**config.mk**
```make
export PLATFORM = sky130hd
export DESIGN_NAME = ps2_key_decoder
export DESIGN_NICKNAME = d
export VERILOG_FILES = /design/src/rtl/ps2_key_decoder.sv
export SDC_FILE = /design/constraint.sdc
export NUM_CORES = 1
export LEC_CHECK = 0
export BUFFER_PORTS_ARGS = -buffer_cell sky130_fd_sc_hd__buf_2
export CAP_MARGIN = 15
export CORE_MARGIN = 1.5
export CORE_UTILIZATION = 60
export DETAILED_ROUTE_END_ITERATION = 8
export PLACE_DENSITY = 0.8
export SYNTH_ARGS = -nofsm -noshare
export SYNTH_HDL_FRONTEND = slang
export SYNTH_SLANG_ARGS = --single-unit
```
**constraint.sdc**
```tcl
create_clock -name clk -period 3.8 [get_ports clk]
set_input_delay 0.76 -clock clk [delete_from_list [all_inputs] [get_ports clk]]
set_output_delay 0.76 -clock clk [all_outputs]
set_load 0.02 [all_outputs]
```
**src/rtl/ps2_key_decoder.sv**
```systemverilog
// PS/2 keyboard receiver and key-state decoder.
// Receives scancode-set-2 bytes from a PS/2 keyboard. It keeps a held level for
// W/A/D and for the extended Up/Left/Right keys.
// Optional build macro: PS2_PARITY_CHECK_EN. When it is defined, frames that
// fail the odd-parity check are dropped.
module ps2_key_decoder #(
    parameter int TIMEOUT_CYCLES = 65000
) (
    input  logic       clk,
    input  logic       rst,
    input  logic       ps2_clk,
    input  logic       ps2_data,
    output logic       key_w,
    output logic       key_a,
    output logic       key_d,
    output logic       key_up,
    output logic       key_left,
    output logic       key_right,
    output logic [7:0] rx_byte,
    output logic       rx_valid
);

    localparam int TW = $clog2(TIMEOUT_CYCLES + 1);
    localparam logic [TW-1:0] TMO_MAX = TW'(TIMEOUT_CYCLES);

`ifdef PS2_PARITY_CHECK_EN
    localparam bit CHECK_PARITY = 1'b1;
`else
    localparam bit CHECK_PARITY = 1'b0;
`endif

    typedef enum logic [1:0] {IDLE, DATA, PARITY, STOP} rx_state_t;

    typedef struct packed {
        logic w;
        logic a;
        logic d;
        logic up;
        logic left;
        logic right;
    } keys_t;

    // Synchronizer and edge-detect flops. They reset to 1 because the bus idles high.
    logic [1:0] ps2_clk_sync_q;
    logic [1:0] ps2_data_sync_q;
    logic       ps2_clk_prev_q;
    logic       ps2_fall;
    logic       bit_in;

    // Receiver state
    rx_state_t    state_q;
    logic [2:0]   bit_cnt_q;
    logic [7:0]   shift_q;
    logic         parity_bit_q;
    logic [TW-1:0] tmo_cnt_q;
    logic         frame_done_q;
    logic         parity_ok;

    // Decoder state
    keys_t      keys_q, keys_d;
    logic       ext_q, ext_d;
    logic       brk_q, brk_d;
    logic [7:0] rx_byte_q;
    logic       rx_valid_q;

    // Bring both PS/2 lines into the clk domain and keep one history bit of ps2_clk.
    // NOTE: sequential blocks use non-blocking (<=) so every flop samples pre-edge values.
    always_ff @(posedge clk or posedge rst) begin
        if (rst) begin
            ps2_clk_sync_q  <= 2'b11;
            ps2_data_sync_q <= 2'b11;
            ps2_clk_prev_q  <= 1'b1;
        end else begin
            ps2_clk_sync_q  <= {ps2_clk_sync_q[0], ps2_clk};
            ps2_data_sync_q <= {ps2_data_sync_q[0], ps2_data};
            ps2_clk_prev_q  <= ps2_clk_sync_q[1];
        end
    end

    assign ps2_fall  = ps2_clk_prev_q & ~ps2_clk_sync_q[1];
    assign bit_in    = ps2_data_sync_q[1];
    // Odd parity: data bits plus the parity bit must contain an odd number of ones.
    assign parity_ok = ^{shift_q, parity_bit_q};

    // Frame receiver FSM. It samples on each falling edge and abandons stalled frames.
    always_ff @(posedge clk or posedge rst) begin
        if (rst) begin
            state_q      <= IDLE;
            bit_cnt_q    <= 3'd0;
            shift_q      <= 8'h00;
            parity_bit_q <= 1'b0;
            tmo_cnt_q    <= '0;
            frame_done_q <= 1'b0;
        end else begin
            frame_done_q <= 1'b0;

            if (state_q == IDLE || ps2_fall) begin
                tmo_cnt_q <= '0;
            end else if (tmo_cnt_q != TMO_MAX) begin
                tmo_cnt_q <= tmo_cnt_q + 1'b1;
            end

            if (state_q != IDLE && !ps2_fall && tmo_cnt_q == TMO_MAX) begin
                state_q   <= IDLE;
                bit_cnt_q <= 3'd0;
            end else if (ps2_fall) begin
                case (state_q)
                    IDLE: begin
                        if (!bit_in) begin
                            state_q   <= DATA;
                            bit_cnt_q <= 3'd0;
                        end
                    end
                    DATA: begin
                        shift_q   <= {bit_in, shift_q[7:1]};
                        bit_cnt_q <= bit_cnt_q + 3'd1;
                        if (bit_cnt_q == 3'd7) begin
                            state_q <= PARITY;
                        end
                    end
                    PARITY: begin
                        parity_bit_q <= bit_in;
                        state_q      <= STOP;
                    end
                    STOP: begin
                        state_q      <= IDLE;
                        frame_done_q <= bit_in & (parity_ok | ~CHECK_PARITY);
                    end
                    default: state_q <= IDLE;
                endcase
            end
        end
    end

    // Decode the accepted byte into the E0/F0 prefix flags and the key levels.
    // NOTE: every always_comb output gets a default first so that no latch is inferred.
    always_comb begin
        keys_d = keys_q;
        ext_d  = ext_q;
        brk_d  = brk_q;
        if (frame_done_q) begin
            if (shift_q == 8'hE0) begin
                ext_d = 1'b1;
            end else if (shift_q == 8'hF0) begin
                brk_d = 1'b1;
            end else begin
                case ({ext_q, shift_q})
                    9'h01D:  keys_d.w     = ~brk_q;
                    9'h01C:  keys_d.a     = ~brk_q;
                    9'h023:  keys_d.d     = ~brk_q;
                    9'h175:  keys_d.up    = ~brk_q;
                    9'h16B:  keys_d.left  = ~brk_q;
                    9'h174:  keys_d.right = ~brk_q;
                    default: keys_d       = keys_q;
                endcase
                ext_d = 1'b0;
                brk_d = 1'b0;
            end
        end
    end

    // Register the decoder state, the rx_valid strobe and the last accepted byte.
    always_ff @(posedge clk or posedge rst) begin
        if (rst) begin
            keys_q     <= '0;
            ext_q      <= 1'b0;
            brk_q      <= 1'b0;
            rx_byte_q  <= 8'h00;
            rx_valid_q <= 1'b0;
        end else begin
            keys_q     <= keys_d;
            ext_q      <= ext_d;
            brk_q      <= brk_d;
            rx_valid_q <= frame_done_q;
            if (frame_done_q) begin
                rx_byte_q <= shift_q;
            end
        end
    end

    assign key_w     = keys_q.w;
    assign key_a     = keys_q.a;
    assign key_d     = keys_q.d;
    assign key_up    = keys_q.up;
    assign key_left  = keys_q.left;
    assign key_right = keys_q.right;
    assign rx_byte   = rx_byte_q;
    assign rx_valid  = rx_valid_q;

endmodule
```
==> out/results.tsv, run 1 <==
metric	value	unit
io_buffers	18	
clk_latency	300	ps
final.period_utilization	0.4917	
drive_gt1_frac	0.2545	
avgSynthCellArea	11.80	um2
nets	236	
synth.area.top_cells	dfrtp_1 (50%), mux2_2 (7.6%), dfstp_2 (5.5%)	
cpPeakStageDelay	440	ps
worst_pin_slew	737.3	ps
critPathKind	reg -> reg	
cts_sinks	52	
track_usage	0.2207	
numCtsBuffers	5	
slowest_stage	nor4_4	
start_util	0.6380	
final_common_cell	dfrtp_1	
drv_slew	0	
p_per_area	543.2	nW/um2
synth_area	2371	um2
yosys.cell_types.count	41	
worstPathRequired	3990	ps
startpoint_type	flop	
grt.overflow.total	0	
synth_xor_area_frac	0.04802	
hold_slack	343.3	ps
rsz0062_at_grt	no	
cts_tree	yes	
hp-class	in -> async	
finalWirelength	4256	um
ctsResizeCount	0	
synth-edff-count	0	
synthMuxAreaShare	0.09921	
max_cap_violations	0	
n_antenna_cell	0	
synth_top_family_by_area	simple AND/OR/NAND/NOR gates	
cts_hold_buffers	0	
fin_area	2613	um2
setup_tns	0	ps
drt_iter0_drc	123	
htreeDepth	2	
syn_to_final_growth	10.18	%
ys_warn_count	0	
die_w	65.86	um
route.detailed.drc	0	
yosys_most_used_dff	dfrtp_1	
utilization	0.7030	
clk_pin_slew	90	ps
fin_crit	1869	ps
yosysTopAreaCellShare	0.4960	
synth-simple-area-share	0.1773	
clock_tree.buffer_depth	2	
die_y	65.86	um
rr_startpoint	tmo_cnt_q[0]$_DFFE_PP0P_	
synth-compound-area-share	0.05224	
grt_pass1_vias	1558	
synthCells	201	
postPlaceCellArea	2505	um2
layout_common_cells	dfrtp_1 (47), nor2_1 (20), buf_2 (18), mux2_2 (16), xnor2_1 (11)	
cts_setup_buffers	0	
vias	1577	
hold_viol	0	
crit_fanout	6	
coreArea	3716	um2
fmax	535.2	MHz
wire_per_inst	15.65	um
regToRegEndpoint	bit_cnt_q[0]$_DFFE_PP0P_	
antenna_found_initial	0	
async_reset_ff_frac	1.000	
dr.pass1.iters	4	
viasPerCell	5.798	
place_hpwl	2931	um
r2r_slack	1930	ps
path_cells	inv_1 > ha_1 > nand4b_1 > nor4_4 > a21oi_2 > mux2_4	
worstSetupEndpointType	flop	
synth_top_area_cell	dfrtp_1	
power	1.419	mW
grt_pass1_wl	7134	um
outcome	finished, final reports clean	
num_io_pins	19	
max-vdd-ir-drop	0.4330	mV
gp_congestion	0.8436	
synth-seq-cells	52	
synth_fp_nets	214	
seq_area_frac_synth	0.5515	
rows	22	
cts_root_buf	clkbuf_8	
reg2reg_depth	6	
ant_nets	0	
leakage	1.262	nW
finClkSkew	3.944	ps
dieArea	4338	um2
slew_headroom	0.5085	
grt_max_degree	53	
synthAdderAreaFrac	0.04749	
setup_viol	0	
cp_data_arrival_time	2060	ps
==> logic make-up (layout without fill, tap and decap cells) <==
kind of cell,Yosys count,after routing
xor+xnor,13,13
mux,21,21
fa+ha+maj,9,9
simple gates,74,74
flops,52,52
buf+inv,15,38
compound gates,17,17
==> cell usage after synthesis (all sizes together), types with 3 or more instances <==
| cell type | count |
|---|---|
| nand2b | 3 |
| nand4 | 5 |
| inv | 11 |
| mux2i | 4 |
| nand3 | 10 |
| nor3 | 5 |
| nor2 | 20 |
| dfrtp | 47 |
| dfstp | 5 |
| xnor2 | 11 |
| nor2b | 4 |
| o31ai | 3 |
| mux2 | 17 |
| nand2 | 8 |
| nor4 | 6 |
| ha | 9 |
| o21ai | 3 |
| a21oi | 4 |
==> worst max path at each step <==
stage	from	cells after the start	to	slack (ps)
6_report	tmo_cnt_q[0]$_DFFE_PP0P_	6	bit_cnt_q[0]$_DFFE_PP0P_	1930
3_5_place_dp	tmo_cnt_q[0]$_DFFE_PP0P_	6	bit_cnt_q[0]$_DFFE_PP0P_	1990
5_1_grt	tmo_cnt_q[0]$_DFFE_PP0P_	6	bit_cnt_q[0]$_DFFE_PP0P_	1830
2_1_floorplan	rst	1	bit_cnt_q[0]$_DFFE_PP0P_	1790
4_1_cts	tmo_cnt_q[0]$_DFFE_PP0P_	6	bit_cnt_q[0]$_DFFE_PP0P_	1940
3_3_place_gp	tmo_cnt_q[0]$_DFFE_PP0P_	6	bit_cnt_q[0]$_DFFE_PP0P_	2070
==> state kept, by name (all words and copies together), names as in the netlist, 2 cells and up <==
signal and count:
bit_cnt_q 3, ps2_clk_sync_q 2, ps2_data_sync_q 2, rx_byte 8
shift_q 8, state_q 2, tmo_cnt_q 16
==> routing by layer <==
metal	up-vias	wire (um)	global-route usage
met3	6	163	0.04429
met4	0	77	0.09896
met1	782	1805	0.2667
met2	44	2210	0.3801
li1	745	-	-
met5	-	0	0
==> per-stage QoR <==
stage | cells | worst slack [ps]
floorplan | 201 | 1790
global placement | 263 | 2069
detailed placement | 263 | 1991
CTS | 271 | 1936
global route | 272 | 1831
finish | 272 | 1931
==> critical path, delay by kind of cell (launching register included) <==
family | cells | cell delay (ps)
AOI/OAI and AO/OA | 1 | 140
buffers and inverters | 1 | 140
and+or+nand+nor | 2 | 600
adders and majority gates | 1 | 180
DFF | 1 | 430
muxes | 1 | 270
==> layout make-up <==
| type | instances | area, um2 |
|---|---|---|
| clock buffers | 5 | 68.82 |
| clock inverters | 3 | 18.77 |
| fillers | 264 | 1104 |
| inverters | 11 | 41.29 |
| multi-input cells | 134 | 1006 |
| flip-flops and latches | 52 | 1308 |
| well taps | 48 | 60.06 |
| repair buffers | 19 | 110.1 |
==> power breakdown <==
group          switching (mW)  leakage, nW  total (mW)  internal, mW
registers               0.119        0.687       0.775         0.656
logic                   0.184        0.527       0.343         0.159
clock network           0.173       0.0479       0.301         0.129
Note: power is estimated with default switching activity, not from simulation.
==> inputs of run 2 (changes only) <==
- CORE_UTILIZATION: 60 -> 53
- PLACE_DENSITY: 0.8 -> 0.75
- clock period: 3.8 -> 1.7 ns (I/O delays scaled with it)
==> run 2 against run 1 <==
Against the previous run: cell count rose by 3.7%; via count shrank 2.6%; highest routed layer unchanged; clock power is 130% higher; worst hold slack worse by 320 ps.
==> out/results.tsv, run 2 (synthesized netlist as in run 1, its figures left out) <==
metric	value	unit
fin_crit	1629	ps
grt_pass1_wl	6817	um
combPwrFrac	0.241	
worstSetupEndpointType	flop	
postPlaceCellArea	2575	um2
rr_startpoint	tmo_cnt_q[1]$_DFFE_PP0P_	
dieArea	4884	um2
reg2reg_depth	5	
worst-path-buf-inv	0	
clk_pin_slew	80	ps
hp-class	in -> async	
seq_power_share	0.541	
route.detailed.drc	0	
htreeDepth	2	
rows	24	
max_cap_violations	0	
p_per_area	1188	nW/um2
p_switching	1.002	mW
track_usage	0.1757	
leakage	1.290	nW
cp_data_arrival_time	1820	ps
worstPathRequired	1890	ps
gp_congestion	0.7872	
startpoint_type	flop	
finClkSkew	8.934	ps
numCtsBuffers	5	
setup_viol	0	
largest_register_ffs	16	
r2r_slack	70	ps
drt_iter0_drc	47	
slew_headroom	0.7339	
clkPwrFrac	0.219	
fmax	613.9	MHz
viasPerCell	5.447	
cts_tree	yes	
cpLargestDelayFamily	simple AND/OR/NAND/NOR gates	
cts_root_buf	clkbuf_8	
outcome	finished, final reports clean	
crit_fanout	5	
cts_hold_buffers	0	
swShare	0.3155	
grt_max_degree	20	
setup_ws	70.95	ps
num_io_pins	19	
drv_slew	0	
die_y	69.89	um
vias	1536	
path_cells	ha_1 > nand4_1 > nor4_1 > xnor2_1 > nor2_1	
finalWirelength	3842	um
hold_viol	0	
critPathKind	reg -> reg	
antenna_found_initial	0	
fillers	378	
place_hpwl	2772	um
slowest_stage	dfrtp_1	
drive_gt1_frac	0.2783	
cts_sinks	52	
dp_slack	35.51	ps
ant_nets	0	
layout_common_cells	dfrtp_1 (47), nor2_1 (20), buf_2 (18), mux2_2 (16), xnor2_1 (11)	
register_area	1308	um2
final.period_utilization	0.9583	
start_util	0.5483	
nets	242	
multiInputGateArea	1015	um2
utilization	0.6183	
regMostFlops	tmo_cnt_q	
cpPeakStageDelay	420	ps
p_int	2.174	mW
grt.overflow.total	0	
io_buffers	18	
n_antenna_cell	0	
worst_pin_slew	398.5	ps
grt_pass1_vias	1525	
fin_area	2674	um2
syn_to_final_growth	12.77	%
coreArea	4324	um2
wire_per_inst	13.62	um
die_w	69.89	um
clk_latency	300	ps
max-vdd-ir-drop	0.7193	mV
dr.pass1.iters	4	
clock_tree.buffer_depth	2	
final_common_cell	dfrtp_1	
regToRegEndpoint	tmo_cnt_q[14]$_DFFE_PP0P_	
## run 2: timing repair
| item | CTS | global route |
|---|---|---|
| setup buffers | 0 | 0 |
| endpoints found under the setup margin | 0 | 15 |
| resized for setup | 0 | 3 |
## run 2: worst max-delay path by stage
stage                                            to                startpoint  cells after the start  slack (ps)
after global routing      tmo_cnt_q[14]$_DFFE_PP0P_  tmo_cnt_q[1]$_DFFE_PP0P_                      5        -0.1
after floorplan            bit_cnt_q[0]$_DFFE_PP0P_  tmo_cnt_q[0]$_DFFE_PP0P_                      6         100
after detailed placement   bit_cnt_q[0]$_DFFE_PP0P_  tmo_cnt_q[0]$_DFFE_PP0P_                      6          40
after CTS                  bit_cnt_q[0]$_DFFE_PP0P_  tmo_cnt_q[0]$_DFFE_PP0P_                      6          40
after global placement     bit_cnt_q[0]$_DFFE_PP0P_  tmo_cnt_q[0]$_DFFE_PP0P_                      6         100
final                     tmo_cnt_q[14]$_DFFE_PP0P_  tmo_cnt_q[1]$_DFFE_PP0P_                      5          70
## run 2: cell type report
type | instances | area share
Tap cell | 52 | 0.02433
Inverter | 11 | 0.01544
Clock buffer | 8 | 0.03369
Timing Repair Buffer | 25 | 0.05803
Sequential cell | 52 | 0.4890
Multi-Input combinational cell | 134 | 0.3795
## run 2: per-layer routing
layer	GRT usage	vias up	routed length [um]
met3	0.03608	4	120
met4	0.08333	0	40
met5	0	-	0
met2	0.2878	21	1833
li1	-	762	-
met1	0.2241	749	1848
## run 2: through the flow
stage	total power, mW	instances	hold WS, ps	setup TNS [ps]
2_1_floorplan	2.263	201	344.5	0
3_3_place_gp	2.477	274	345.2	0
3_5_place_dp	2.506	274	347.5	0
4_1_cts	3.215	282	23.53	0
5_1_grt	3.403	282	50.68	-0.09526
6_report	3.177	282	23.23	0
## run 2: power by group through the flow
stage	clock network (mW)	logic [mW]	registers [mW]
floorplan	0	0.535	1.73
global placement	0	0.745	1.73
detailed placement	0	0.771	1.74
CTS	0.722	0.776	1.72
global route	0.773	0.867	1.76
finish	0.695	0.765	1.72
==> inputs of run 3 (changes only) <==
- CAP_MARGIN: 15 -> not set
- GPL_TIMING_DRIVEN: not set -> 0
==> run 3 against run 2 <==
Against the previous run: the flow now finishes with violations (negative setup slack); largest power group unchanged; maximum frequency is 4.6% lower; worst hold slack worse by 23 ps; critical path type unchanged; global-route usage increased by 0.16 points.
==> out/results.tsv, run 3 (synthesized netlist as in run 1, its figures left out) <==
metric	value	unit
outcome	complete, but fails checks	
violations	negative setup slack	
die_w	69.89	um
grt_pass1_wl	6796	um
track_usage	0.1773	
grt.overflow.total	0	
reg2reg_depth	6	
start_util	0.5483	
cpPeakStageDelay	450	ps
cts_sinks	52	
clk_pin_slew	90	ps
ant_nets	0	
die_y	69.89	um
fmax	585.6	MHz
utilization	0.6351	
place_hpwl	2734	um
fin_crit	1708	ps
fillers	355	
viasPerCell	5.454	
layout_common_cells	dfrtp_1 (47), nor2_1 (20), buf_2 (18), mux2_2 (16)	
cts_root_buf	clkbuf_8	
max_cap_violations	0	
coreArea	4324	um2
vias	1549	
rsz0062_at_grt	yes	
setup_tns	-7.691	ps
drv_slew	0	
worstSetupEndpointType	flop	
clock_tree.buffer_depth	2	
hold_viol	0	
worstPathRequired	1890	ps
nets	244	
grt_max_degree	37	
largest_register_ffs	16	
dp_slack	-68.94	ps
grt_pass1_vias	1519	
p_per_area	1292	nW/um2
cpLargestDelayFamily	simple AND/OR/NAND/NOR gates	
syn_to_final_growth	15.83	%
wire_per_inst	14.11	um
critPathKind	reg -> reg	
cp_data_arrival_time	1900	ps
drt_iter0_drc	67	
route.detailed.drc	0	
cts_tree	yes	
final_common_cell	dfrtp_1	
drive_gt1_frac	0.2974	
io_buffers	18	
leakage	1.320	nW
power	3.547	mW
dieArea	4884	um2
crit_cells	6	
slowest_stage	dfrtp_1	
final.period_utilization	1.005	
crit_fanout	5	
htreeDepth	2	
worst_pin_slew	503.3	ps
rows	24	
setup_viol	1	
dp.cells	272	
hp-class	in -> async	
worst-path-buf-inv	1	
n_antenna_cell	0	
num_io_pins	19	
dr.pass1.iters	5	
slew_headroom	0.6645	
regMostFlops	tmo_cnt_q	
antenna_found_initial	0	
clk_latency	310	ps
path_cells	inv_2 > ha_4 > nand4b_1 > nor4_4 > a21oi_2 > mux2_4	
numCtsBuffers	5	
finClkSkew	16.02	ps
stdcell_count	284	
startpoint_type	flop	
setup_ws	-7.691	ps
gp_congestion	0.7610	
finalWirelength	4008	um
max-vdd-ir-drop	0.7336	mV
==> run 3: layer usage <==
metal,GRT usage,part of all wire,up-vias
li1,-,-,764
met1,0.2213,0.46,747
met2,0.2984,0.48,33
met3,0.03752,0.043,5
met4,0.07692,0.015,0
met5,0,0,-
==> run 3: cell type report <==
type                    count  area (um2)  share of cell area
plain buffers               4       21.27            0.007745
well taps                  52       65.06             0.02369
clock inverters             2       60.06             0.02187
flip-flops and latches     52        1308              0.4761
repair buffers             23       140.1             0.05102
clock buffers               6       72.57             0.02642
multi-input cells         134        1039              0.3781
inverters                  11       41.29             0.01503
==> run 3: where the power goes <==
part	total (mW)	switching [mW]	internal (mW)
logic	0.848	0.434	0.414
registers	1.72	0.254	1.47
clock network	0.979	0.391	0.588
==> run 3: metrics by stage <==
step                      instance area, um2  hold slack (ps)
final                                   2746           0.3423
after global routing                    2746            33.01
after CTS                               2679            5.924
after detailed placement                2546            336.9
after global placement                  2526            346.4
after floorplan                         2371            344.5
==> run 3: worst paths after layout <==
check	from	end	slack, ps
max reg2reg	tmo_cnt_q[1]$_DFFE_PP0P_	bit_cnt_q[0]$_DFFE_PP0P_	-8
max	tmo_cnt_q[1]$_DFFE_PP0P_	bit_cnt_q[0]$_DFFE_PP0P_	-8
min reg2reg	ps2_clk_sync_q[0]$_DFF_PP1_	ps2_clk_sync_q[1]$_DFF_PP1_	360
min	rst	state_q[0]$_DFFE_PP0P_	0.3
max in group asynchronous	rst	rx_byte[1]$_DFFE_PP0P_	1190
min in group clk	ps2_data	ps2_data_sync_q[0]$_DFF_PP1_	130
==> run 3: what timing repair did <==
action / CTS / global route
buffers inserted: 0 / 4
pin swaps: 2 / 7
resized for setup: 1 / 9
hold buffers: 0 / 0
setup endpoints to repair: 3 / 21
